File: src/rtl/pwm_config_mc.sv
// PWM parameter frame parser: validates UDP parameter frames and converts
// frequency/duty into period and high-level counts with a serial restoring divider.
module pwm_config_mc #(
  parameter int unsigned CLK_FREQ_HZ    = 100000000,
  parameter logic [7:0]  PWM_PARAM_TYPE = 8'h01,
  parameter int unsigned NUM_CH         = 8,
  parameter int unsigned CNT_W          = 28,
  parameter int unsigned DIV_W          = 36
) (
  input  logic             clk,
  input  logic             rst,
  input  logic [31:0]      rx_axis_udp_tdata,
  input  logic             rx_axis_udp_tvalid,
  input  logic             rx_axis_udp_tlast,
  input  logic [7:0]       rx_axis_udp_tuser,
  output logic             pwm_config_vld,
  output logic [7:0]       pwm_config_channel,
  output logic             pwm_en,
  output logic [CNT_W-1:0] pwm_period,
  output logic [CNT_W-1:0] pwm_hlevel,
  output logic             cfg_err,
  output logic [2:0]       cfg_err_code,
  output logic [15:0]      frame_ok_cnt,
  output logic [15:0]      frame_err_cnt,
  output logic             busy
);

  localparam int unsigned BC_W = $clog2(DIV_W);
  localparam logic [BC_W-1:0] BC_LAST = BC_W'(DIV_W - 1);

  typedef enum logic [2:0] {S_IDLE, S_RECV, S_DIV_P, S_DIV_H, S_OUT} state_t;

  state_t state_q, state_d;

  logic             in_vld_q, in_last_q;
  logic [31:0]      in_data_q;
  logic [7:0]       in_user_q;

  logic             skip_q, skip_d, drop_q, drop_d, pend_q, pend_d;
  logic [2:0]       wcnt_q, wcnt_d;
  logic [7:0]       ch_q, ch_d, duty_q, duty_d;
  logic [31:0]      freq_q, freq_d;
  logic             en_q, en_d;
  logic [DIV_W-1:0] rem_q, rem_d, dvd_q, dvd_d, dvs_q, dvs_d;
  logic [BC_W-1:0]  bcnt_q, bcnt_d;
  logic [CNT_W-1:0] per_q, per_d, hl_q, hl_d;

  logic             vld_q, vld_d, oen_q, oen_d, err_q, err_d;
  logic [7:0]       och_q, och_d;
  logic [CNT_W-1:0] oper_q, oper_d, ohl_q, ohl_d;
  logic [2:0]       ecode_q, ecode_d;
  logic [15:0]      okcnt_q, okcnt_d, errcnt_q, errcnt_d;

  // One restoring-division step; the quotient shifts into the dividend register.
  logic [DIV_W:0]       shifted;
  logic                 ge;
  logic [DIV_W-1:0]     step_rem, quo;
  logic [CNT_W+6:0]     prod;

  assign shifted  = {rem_q, dvd_q[DIV_W-1]};
  assign ge       = shifted[DIV_W] | (shifted[DIV_W-1:0] >= dvs_q);
  assign step_rem = ge ? (shifted[DIV_W-1:0] - dvs_q) : shifted[DIV_W-1:0];
  assign quo      = {dvd_q[DIV_W-2:0], ge};
  assign prod     = (CNT_W+7)'(quo[CNT_W-1:0]) * (CNT_W+7)'(duty_q[6:0]);

  logic sof, busy_w, err_fire, new_pend, pend_issue;
  logic [2:0] err_code;

  assign busy_w = (state_q == S_DIV_P) || (state_q == S_DIV_H) || (state_q == S_OUT);
  assign sof    = in_vld_q && !skip_q && !drop_q && (state_q != S_RECV);

  always_comb begin
    state_d  = state_q;
    skip_d   = skip_q;
    drop_d   = drop_q;
    wcnt_d   = wcnt_q;
    ch_d     = ch_q;
    freq_d   = freq_q;
    duty_d   = duty_q;
    en_d     = en_q;
    rem_d    = rem_q;
    dvd_d    = dvd_q;
    dvs_d    = dvs_q;
    bcnt_d   = bcnt_q;
    per_d    = per_q;
    hl_d     = hl_q;
    vld_d    = 1'b0;
    och_d    = och_q;
    oen_d    = oen_q;
    oper_d   = oper_q;
    ohl_d    = ohl_q;
    okcnt_d  = okcnt_q;
    err_d    = 1'b0;
    ecode_d  = ecode_q;
    errcnt_d = errcnt_q;
    err_fire = 1'b0;
    err_code = 3'd0;
    new_pend = 1'b0;

    // Frames that are skipped (foreign type) or dropped (arrived while busy).
    if (sof && in_user_q != PWM_PARAM_TYPE) begin
      skip_d = !in_last_q;
    end else if (sof && busy_w) begin
      if (in_last_q) new_pend = 1'b1;
      else           drop_d   = 1'b1;
    end
    if (in_vld_q && in_last_q && skip_q) skip_d = 1'b0;
    if (in_vld_q && in_last_q && drop_q) begin
      drop_d   = 1'b0;
      new_pend = 1'b1;
    end

    case (state_q)
      S_IDLE: begin
        if (sof && in_user_q == PWM_PARAM_TYPE) begin
          ch_d   = in_data_q[7:0];
          wcnt_d = 3'd1;
          if (in_last_q) begin
            err_fire = 1'b1;
            err_code = 3'd1;
          end else begin
            state_d = S_RECV;
          end
        end
      end
      S_RECV: begin
        if (in_vld_q) begin
          case (wcnt_q)
            3'd1:    freq_d = in_data_q;
            3'd2:    duty_d = in_data_q[7:0];
            3'd4:    en_d   = in_data_q[0];
            default: ;
          endcase
          if (wcnt_q != 3'd7) wcnt_d = wcnt_q + 3'd1;
          if (in_last_q) begin
            state_d = S_IDLE;
            if (wcnt_q != 3'd4) begin
              err_fire = 1'b1; err_code = 3'd1;
            end else if (32'(ch_q) >= NUM_CH) begin
              err_fire = 1'b1; err_code = 3'd2;
            end else if (freq_q == 32'd0) begin
              err_fire = 1'b1; err_code = 3'd3;
            end else if (duty_q > 8'd100) begin
              err_fire = 1'b1; err_code = 3'd4;
            end else begin
              state_d = S_DIV_P;
              dvd_d   = DIV_W'(CLK_FREQ_HZ);
              dvs_d   = DIV_W'(freq_q);
              rem_d   = '0;
              bcnt_d  = '0;
            end
          end
        end
      end
      S_DIV_P: begin
        rem_d  = step_rem;
        dvd_d  = quo;
        bcnt_d = bcnt_q + 1'b1;
        if (bcnt_q == BC_LAST) begin
          if ((quo >> CNT_W) != '0 || quo < DIV_W'(2)) begin
            state_d  = S_IDLE;
            err_fire = 1'b1;
            err_code = 3'd5;
          end else begin
            state_d = S_DIV_H;
            per_d   = quo[CNT_W-1:0];
            dvd_d   = DIV_W'(prod);
            dvs_d   = DIV_W'(100);
            rem_d   = '0;
            bcnt_d  = '0;
          end
        end
      end
      S_DIV_H: begin
        rem_d  = step_rem;
        dvd_d  = quo;
        bcnt_d = bcnt_q + 1'b1;
        if (bcnt_q == BC_LAST) begin
          hl_d    = quo[CNT_W-1:0];
          state_d = S_OUT;
        end
      end
      S_OUT: begin
        vld_d   = 1'b1;
        och_d   = ch_q;
        oen_d   = en_q;
        oper_d  = per_q;
        ohl_d   = hl_q;
        if (okcnt_q != 16'hFFFF) okcnt_d = okcnt_q + 16'd1;
        state_d = S_IDLE;
      end
      default: state_d = S_IDLE;
    endcase

    // A dropped-frame error waits for a cycle free of other pulses.
    pend_issue = pend_q && !err_fire && (state_q != S_OUT);
    pend_d     = (pend_q && !pend_issue) || new_pend;
    if (err_fire || pend_issue) begin
      err_d   = 1'b1;
      ecode_d = err_fire ? err_code : 3'd6;
      if (errcnt_q != 16'hFFFF) errcnt_d = errcnt_q + 16'd1;
    end
  end

  always_ff @(posedge clk or posedge rst) begin
    if (rst) begin
      in_vld_q  <= 1'b0;
      in_last_q <= 1'b0;
      in_data_q <= '0;
      in_user_q <= '0;
      state_q   <= S_IDLE;
      skip_q    <= 1'b0;
      drop_q    <= 1'b0;
      pend_q    <= 1'b0;
      wcnt_q    <= '0;
      ch_q      <= '0;
      freq_q    <= '0;
      duty_q    <= '0;
      en_q      <= 1'b0;
      rem_q     <= '0;
      dvd_q     <= '0;
      dvs_q     <= '0;
      bcnt_q    <= '0;
      per_q     <= '0;
      hl_q      <= '0;
      vld_q     <= 1'b0;
      och_q     <= '0;
      oen_q     <= 1'b0;
      oper_q    <= '0;
      ohl_q     <= '0;
      err_q     <= 1'b0;
      ecode_q   <= '0;
      okcnt_q   <= '0;
      errcnt_q  <= '0;
    end else begin
      in_vld_q  <= rx_axis_udp_tvalid;
      in_last_q <= rx_axis_udp_tlast;
      in_data_q <= rx_axis_udp_tdata;
      in_user_q <= rx_axis_udp_tuser;
      state_q   <= state_d;
      skip_q    <= skip_d;
      drop_q    <= drop_d;
      pend_q    <= pend_d;
      wcnt_q    <= wcnt_d;
      ch_q      <= ch_d;
      freq_q    <= freq_d;
      duty_q    <= duty_d;
      en_q      <= en_d;
      rem_q     <= rem_d;
      dvd_q     <= dvd_d;
      dvs_q     <= dvs_d;
      bcnt_q    <= bcnt_d;
      per_q     <= per_d;
      hl_q      <= hl_d;
      vld_q     <= vld_d;
      och_q     <= och_d;
      oen_q     <= oen_d;
      oper_q    <= oper_d;
      ohl_q     <= ohl_d;
      err_q     <= err_d;
      ecode_q   <= ecode_d;
      okcnt_q   <= okcnt_d;
      errcnt_q  <= errcnt_d;
    end
  end

  assign pwm_config_vld     = vld_q;
  assign pwm_config_channel = och_q;
  assign pwm_en             = oen_q;
  assign pwm_period         = oper_q;
  assign pwm_hlevel         = ohl_q;
  assign cfg_err            = err_q;
  assign cfg_err_code       = ecode_q;
  assign frame_ok_cnt       = okcnt_q;
  assign frame_err_cnt      = errcnt_q;
  assign busy               = busy_w;

endmodule

File: config.mk
export PLATFORM = sky130hd
export DESIGN_NAME = pwm_config_mc
export DESIGN_NICKNAME = d
export VERILOG_FILES = /design/src/rtl/pwm_config_mc.sv
export SDC_FILE = /design/constraint.sdc
export NUM_CORES = 1
export LEC_CHECK = 0
export ABC_AREA = 0
export CORE_MARGIN = 2
export CORE_UTILIZATION = 55
export CTS_BUF_LIST = sky130_fd_sc_hd__clkbuf_4 sky130_fd_sc_hd__clkbuf_8
export CTS_CLUSTER_DIAMETER = 120
export DETAILED_ROUTE_END_ITERATION = 10
export PLACE_DENSITY = 0.75
export RECOVER_POWER = 100
export SETUP_SLACK_MARGIN = 0.2
export SYNTH_ARGS = -nofsm -noshare
export SYNTH_HDL_FRONTEND = slang
export SYNTH_SLANG_ARGS = --single-unit
File: constraint.sdc
create_clock -name clk -period 13.9 [get_ports clk]
set_clock_uncertainty 0.2 [all_clocks]
set_input_delay 1.39 -clock clk [delete_from_list [all_inputs] [get_ports clk]]
set_output_delay 1.39 -clock clk [all_outputs]
set_load 0.005 [all_outputs]
After elaboration in Yosys (flattened, before gate mapping)
Index checks and enable logic that the tools add are counted.
- register bits: 372
- latch bits: 0
- bits in writable memories: 0
- ROM bits: 0
- input port bits: 44
- output and inout port bits: 103
- word-level logic and storage cells: 200
- memories: 0
- add/sub/neg operators: 5
- $mul: 1
- divide/modulo/power cells: 0
- order comparisons: 4
- eq/ne operators: 30
- shift operators: 0
- muxes and demuxes: 87
- bitwise operators: 2
- reduce and logical (&&, ||, !) cells: 43
- operators with widths (kind ; count):
    $mux W36 ; 25
    $pmux W36 S3 ; 2
    $pmux W36 S2 ; 1
    $mux W3 ; 18
    $mux W6 ; 8
    $ge A36 B36 Y1 ; 1
    $lt A36 B2 Y1 const B ; 1
    $reduce_bool A36 Y1 ; 1
    $sub A36 B36 Y36 ; 1
    $mul A28 B7 Y35 ; 1
    $add A16 B1 Y16 const B ; 2
    $logic_not A32 Y1 ; 1
    $ne A16 B16 Y1 const B ; 2
    $mux W1 ; 23
    $ne A2 B2 Y1 const B ; 10
    $pmux W6 S3 ; 1
    $reduce_and A3 Y1 ; 5
    $logic_and A1 B1 Y1 ; 12
    $pmux W3 S4 ; 1
    $mux W2 ; 5
    $eq A3 B2 Y1 const B ; 3
    $ne A3 B3 Y1 const B ; 3
    $pmux W3 S3 ; 1
    $reduce_and A9 Y1 ; 1
    other kinds (24) ; 43

Longest topological paths before layout
- depth in word-level cells: 14
- depth in mapped cells: 30
- mapped depth without buffers: 29

Worst setup path after synthesis
Ideal clock, no wire load.
- kind: reg2reg
- from: register dvd_q[35]
- to: register dvd_q[22]
- setup time: 94 ps
- data arrival time: 6531 ps
- required time: 13606 ps
- slack: 7075 ps
- cell stages (with the launch flop): 30
- buffers on the path: 1
- period minus slack after synthesis: 6825 ps
- path through: dfrtp_1 > inv_1 > ha_1 > inv_1 > fa_1 > a211oi_1 > o21ai_1 > a211oi_1 > o221ai_1 > a31oi_1 > nand2_1 > clkbuf_1 > nand2_1 > fa_1 > fa_1 > inv_1 > fa_1 > inv_1 > fa_1 > inv_1 > ha_1 > o211ai_1 > a21oi_1 > o41a_1 > nor2_1 > o21ai_0 > a221o_1 > a21oi_1 > xor2_1 > a211oi_1
- word-level cells in the longest chain between the ends: 7
- elaborated cells on any way between the ends: 8
- those cells by class: mul: 1; order compare: 2; mux: 3; bitwise: 1; reduce/logical: 1
- RTL lines (item ; line ; source):
    from (decl) ; 44 ; logic [DIV_W-1:0] rem_q, rem_d, dvd_q, dvd_d, dvs_q, dvs_d;
    from (signal assigned) ; 250 ; dvd_q <= dvd_d;
    $ge A36 B36 Y1 * ; 61 ; assign ge = shifted[DIV_W] | (shifted[DIV_W-1:0] >= dvs_q);
    $or A1 B1 Y1 * ; 61 ;
    branches (longest 2 deep; another with $mul A28 B7 Y35) ; n/a ;
    $mux W36 * ; 160 ; if ((quo >> CNT_W) != '0 || quo < DIV_W'(2)) begin
    $mux W36 * ; 159 ; if (bcnt_q == BC_LAST) begin
    $pmux W36 S3 * ; 113 ; case (state_q)
Mark *: on every way between the ends.
A chain may end at the register's enable or synchronous reset.

==> impl_metrics.ini <==
[sta]
maxSlewViolCount = 758
rsz0062_at_grt = no
fin_tns_setup_ns = 0
period_share_pct = 61.6
slew_headroom_pct = -244
worst-slew-pin-transition_ns = 5.13
fin_ws_ns = 5.33
max_freq_mhz = 117
finalHoldViolCount = 0
period_needed_ns = 8.57
setup_viol = 0

[final_layout]
drive_gt1_share_pct = 8.39
register_area_sq_um = 9210
nFillCells = 3316
fin_cells = 2992
multi_input_area_sq_um = 11700
finalNetCount = 2687
syn_to_final_growth_pct = 13.6

[grt]
grt_pass1_wl_mm = 91.9
gr-total-overflow = 0
grt_max_degree = 174
track_usage_pct = 27.5
antenna_found_initial = 1
grt_pass1_vias = 18200

[die]
dieArea_sq_um = 41700
fp.dieH_um = 204
core_region_area_sq_um = 39600
die_w_um = 204
row_count = 73
io_pins = 147
start_util_pct = 55.6

[synth]
ys_warn_count = 0
synthArstFlopShare_pct = 100
synth-main-ff-cell = dfrtp_1
synth_edf_count = 0
synthTopCellsByArea = dfrtp_1 42%, fa_1 12%, nand2_1 9.3%
synth_nets = 2591
synth_area_per_cell_sq_um = 9.49
ys_types = 72
synthesis.area_sq_um = 22100
syn-instance-count = 2324
ys_ff_latch = 368
seq_area_frac_synth_pct = 41.8
yosys.area.top_type_share_pct = 41.8
synth_top_cell_by_area = dfrtp_1

[hold_path]
hp-class = reg -> reg
min_path_cells = 2

[clock_network]
cts_tree = built
postCtsSetupBuffers = 0
clockBufferDepth = 3
cts_hold_buffers = 0
clock_latency_ns = 0.69
clk_pin_slew_ns = 0.06
h-tree-depth = 2
numCtsBuffers = 58
clock-sinks = 368
cts_resized = 0
cts-root-buf = clkbuf_8

[routing]
num_vias = 17300
drc = 0
drt-total-wl_mm = 55.1
dr.pass1.iters = 6
wire_per_inst_um = 18.4
drtAntennaViolNets = 0
first_iter_violations = 1367
via_per_inst = 5.79

[power_and_ir_drop]
p_leak_uw = 0.0132
powerDensity_nw_per_um2 = 83.9
power_uw = 2100
ir_worst_vdd_mv = 0.0917

[place]
numPortBuffers = 146
globalplace.congestion = 0.920
dp_slack_ns = 5.85
dp.final_hpwl_mm = 37.7
dp.cells = 2885

[setup_path]
endpoint_kind = asynchronous set/reset pin
crit_path_max_fanout = 173
worstSetupStartpointType = input pin
crit_arrival_ns = 8.16
crit_type = in -> async
critPathRequiredTime_ns = 13.49
worst-r2r-cell-count = 28

[status]
outcome = finished with violations
violations = max-capacitance violations, max-slew violations

[flow_run]
drv_cap = 11
## layer usage
| layer | track usage (%) | routed length (um) |
|---|---|---|
| met5 | 0 | 0 |
| met4 | 10.7 | 1900 |
| met3 | 4.75 | 3310 |
| met2 | 46.9 | 27400 |
| met1 | 35.1 | 22500 |
## placed cells by master (no fill, tap or decap), drive strengths merged, types with 27 or more instances in the layout
cell type    instances
ha                  93
nand2              544
inv                186
xor2                48
clkbuf              98
nor2                82
o21ai              135
a21oi              107
and2                44
nand3               51
a21o                27
dlygate4sd3        146
nor3                29
dfrtp              368
mux2                79
xnor2               40
fa                 130
## flip-flops by register name, summed over array words and instances, names as in the netlist, 6 cells and up
| signal | count |
|---|---|
| dvd_q | 36 |
| rem_q | 36 |
| dvs_q | 32 |
| freq_q | 32 |
| in_data_q | 32 |
| hl_q | 28 |
| per_q | 28 |
| pwm_hlevel | 28 |
| pwm_period | 28 |
| frame_err_cnt | 16 |
| frame_ok_cnt | 16 |
| ch_q | 8 |
| duty_q | 8 |
| in_user_q | 8 |
| pwm_config_channel | 8 |
| bcnt_q | 6 |
## cells in the mapped netlist, types with 3 or more instances
cell,count
a32oi_1,8
buf_1,11
inv_1,186
nand2_1,544
mux2i_1,6
o22ai_1,5
o21a_1,7
clkbuf_1,111
fa_1,130
a221o_1,5
ha_1,93
or3_1,4
nand2b_1,11
a21o_1,27
a22o_1,11
a21oi_1,107
and3_1,12
o21ai_0,129
buf_2,5
a211oi_1,10
a31oi_1,12
dfrtp_1,368
nor4_1,25
xor2_1,48
and2_1,44
o32ai_1,3
a22oi_1,15
xnor2_1,40
nand3_1,51
nor2_1,82
o21bai_1,8
nor3_1,29
or4_1,3
mux2_2,79
and4_1,4
nand4_1,19
a221oi_1,3
o2bb2ai_1,3
o21ai_1,4
a2111oi_0,4
a222oi_1,3
a31o_2,3
o211ai_1,8
nor2b_1,8
## layout make-up
class | instances | area share, %
clock inverters | 19 | 0.649
inverters | 186 | 2.79
flip-flops and latches | 368 | 36.8
repair buffers | 164 | 6.22
clock buffers | 87 | 4.28
multi-input cells | 1642 | 46.7
diodes | 1 | 0.00999
well taps | 525 | 2.62
## kinds of logic after synthesis
logic type	after synthesis	synth area share [%]
AOI/OAI and AO/OA	402	11.5
adders and majority gates	223	17.1
xor gates and xnor gates	88	3.49
muxes	85	4.31
buffers and inverters	314	5.38
DFF	368	41.8
and+or+nand+nor	844	16.5
## final timing paths
path                       slack, ns                     to                  start
setup / recovery                5.33              per_q[17]                    rst
hold / removal                  0.27  pwm_config_channel[7]  pwm_config_channel[7]
setup reg to reg                5.59              dvd_q[32]              dvd_q[35]
hold reg to reg                 0.27  pwm_config_channel[7]  pwm_config_channel[7]
max in group clk                5.59              dvd_q[32]              dvd_q[35]
min in group asynchronous       2.50              rem_q[31]                    rst
## critical path, cell delays in order
cell and delay, ns:
dlygate4sd3_1 0.54, clkinvlp_2 2.82, clkbuf_2 3.16
## power breakdown
part           switching, uW  internal, uW  total, uW
clock                    445           534        979
combinational           25.5          11.4       36.9
sequential              5.03          1080       1080
## metrics by stage
stage               cell area, sq um  hold slack, ns  util, %
global placement               23900           0.245     60.2
detailed placement             23900           0.255     60.2
finish                         25000           0.267     63.2
CTS                            25100           0.270     63.3
global route                   25000           0.288     63.2
floorplan                      22100           0.233        -
(Power assumes the default switching activity.)
==> patch (config.mk and constraints unchanged) <==
Set the parameter `CNT_W` to 14 (it was 28).
--- a/src/rtl/pwm_config_mc.sv
+++ b/src/rtl/pwm_config_mc.sv
@@ -4,7 +4,7 @@
   parameter int unsigned CLK_FREQ_HZ    = 100000000,
   parameter logic [7:0]  PWM_PARAM_TYPE = 8'h01,
   parameter int unsigned NUM_CH         = 8,
-  parameter int unsigned CNT_W          = 28,
+  parameter int unsigned CNT_W          = 14,
   parameter int unsigned DIV_W          = 36
 ) (
   input  logic             clk,
Interface: changed (resized pwm_hlevel and pwm_period); port bits go from 147 to 119. No check against the original RTL was run, so the function may have changed too.
==> patch against the original RTL <==
- the flow still finishes with violations (max-capacitance violations, max-slew violations)
- critical path depth is 24 higher
- combinational power is 13% lower
- worst setup slack better by 0.93 ns
- sequential cell count is 56 lower
- maximum frequency is 12% higher
- total power is 11% lower
- area after synthesis is 23% lower
- final area is 22% lower
- routed wire length is 30% lower
- critical path type is now register to register
- largest cell class unchanged
==> patch: results (changes against the original RTL) <==
status - complete, but fails checks
violated checks - max-capacitance violations, max-slew violations
largest net degree at the start of global routing - 158 (-9.2%)
Slowest cell on crit path - fa_1
reg-to-reg startpoint - dvd_q[35]$_DFFE_PP0P_
placed cells - 2,196 (-24%)
slowest stage delay, CP - 0.54 ns (-2.62 ns)
clk buf depth - 3 (unchanged)
number of global-route vias before repair - 13,400 (-26%)
worst-case reg-to-reg path depth - 27 (-3.6%)
Num CTS Buffers - 51 (-12%)
Min-Delay Startpoint - pwm_hlevel[4]$_DFFE_PP0P_
post-CTS sizing - 0 (unchanged)
async set or reset register ratio after synthesis - 100% (unchanged)
Final Max Slew Viols - 381 (-50%)
Max-slew headroom - -351% (-110 points)
top cells by count, synth - nand2_1, dfrtp_1, inv_1
Post-CTS Setup Repair Bufs - 0 (unchanged)
initial drt markers - 720 (-47%)
clk root buf - clkbuf_8
routed wire length - 38,800 um (-30%)
post-synth net total - 1,939 (-25%)
layout cells sized above 1 - 9.10% (+0.70 points)
H-tree Lvls - 2 (unchanged)
Final HPWL DP - 26,200 um (-30%)
first-pass GRT wire length - 66,600 um (-27%)
Final #Nets - 2,036 (-24%)
synth top area cells - dfrtp_1, nand2_1, fa_1
worst hold path type - register to register
initial antenna violation count - 2 (+1)
Yosys cell types - 73 (+1.4%)
DR WL/cell - 17.0 um (-7.9%)
Hold Crit Endpoint - pwm_hlevel[4]$_DFFE_PP0P_
syn_area_per_cell - 9.72 um^2 (+2.5%)
P_leak - 9.99 nW (-24%)
Tot GR Track Use - 24.6% (-2.9 points)
Worst-path clk slew - 0.07 ns
r2r endpoint - dvd_q[18]$_DFFE_PP0P_
Peak VDD IR - 0.0000989 V (+7.9%)
DRT Pass-1 Iters - 5 (-1)
area post-placement - 0.0185 mm^2 (-22%)
reg-to-reg slack, setup - 6.27 ns (+0.68 ns)
max cap viols - 6 (-5)
gpl congestion - 0.900 (-2.2%)
Top FF cell, synth - dfrtp_1
diodes inserted - 0 (-1)
Worst path top cell family by delay - compound AO/OA/AOI/OAI gates
Worst Path Max Fanout - 5 (-97%)
port bufs - 118 (-19%)
Via density - 5.67 (-2.1%)
register area share after synthesis - 45.7% (+4.0 points)
Syn. warnings - 0 (unchanged)
worst skew pair latency - 0.61 ns (-0.08 ns)
## patch: worst max-delay path by stage
stage,endpoint,slack [ns],cells after the start,startpoint
2_1_floorplan,bcnt_q[0]$_DFFE_PP0P_,3.68,1,rst
6_report,dvd_q[18]$_DFFE_PP0P_,6.27,27,dvd_q[35]$_DFFE_PP0P_
5_1_grt,dvd_q[18]$_DFFE_PP0P_,5.82,28,dvd_q[35]$_DFFE_PP0P_
3_3_place_gp,dvd_q[17]$_DFFE_PP0P_,6.78,28,dvd_q[35]$_DFFE_PP0P_
4_1_cts,dvd_q[18]$_DFFE_PP0P_,6.57,27,dvd_q[35]$_DFFE_PP0P_
3_5_place_dp,dvd_q[18]$_DFFE_PP0P_,6.56,27,dvd_q[35]$_DFFE_PP0P_
## patch: power breakdown
part | internal [W] | switching (W) | total [W]
Sequential | 0.000917 | 0.00000531 | 0.000922
Combinational | 0.0000111 | 0.0000210 | 0.0000321
Clock | 0.000539 | 0.000377 | 0.000916
## patch: final cells by class
cell class	instances	area, um^2
fill	2497	11000
multi-input combinational	1233	8380
sequential	312	7810
timing repair buffer	130	1260
clock buffer	74	956
tap	396	495
inverter	125	470
clock inverter	17	236
## patch: worst register-to-register path, stage by stage (launching register included)
cell and delay, ns:
dfrtp_1 0.38, inv_1 0.07, ha_1 0.17, inv_1 0.06
fa_1 0.43, a211oi_1 0.27, o211a_1 0.22, o221ai_1 0.27
o22a_1 0.29, a21oi_1 0.27, o21ai_0 0.26, o21ai_0 0.33
fa_1 0.47, fa_1 0.54, inv_1 0.05, fa_1 0.53
inv_1 0.05, fa_1 0.53, inv_1 0.04, ha_1 0.32
o21ai_0 0.17, a21oi_1 0.27, nor3b_1 0.12, o31ai_1 0.51
a41oi_1 0.22, xor2_1 0.17, nor2_1 0.05, o32a_1 0.29
## patch: through the flow
step,hold slack (ns),setup WS [ns]
global route,0.288,5.82
floorplan,0.235,3.68
detailed placement,0.251,6.56
CTS,0.269,6.57
global placement,0.249,6.78
finish,0.265,6.27
## patch: per-layer routing
metal	vias up	global-route usage (%)	share of wire, %
met2	395	38.8	46
met3	78	4.32	6.1
met1	6398	35.0	46
met5	-	0	0.067
met4	4	7.68	2.3
li1	6091	-	-
## patch: cell families after synthesis
group / after synthesis / share of synthesized area, %
AO/OA/AOI/OAI: 317 / 11.8
flip-flops: 312 / 45.7
adder cells (fa/ha/maj): 139 / 12.8
AND/OR/NAND/NOR: 632 / 16.4
multiplexers: 71 / 4.63
XOR/XNOR: 74 / 3.84
buffers and inverters: 211 / 4.77
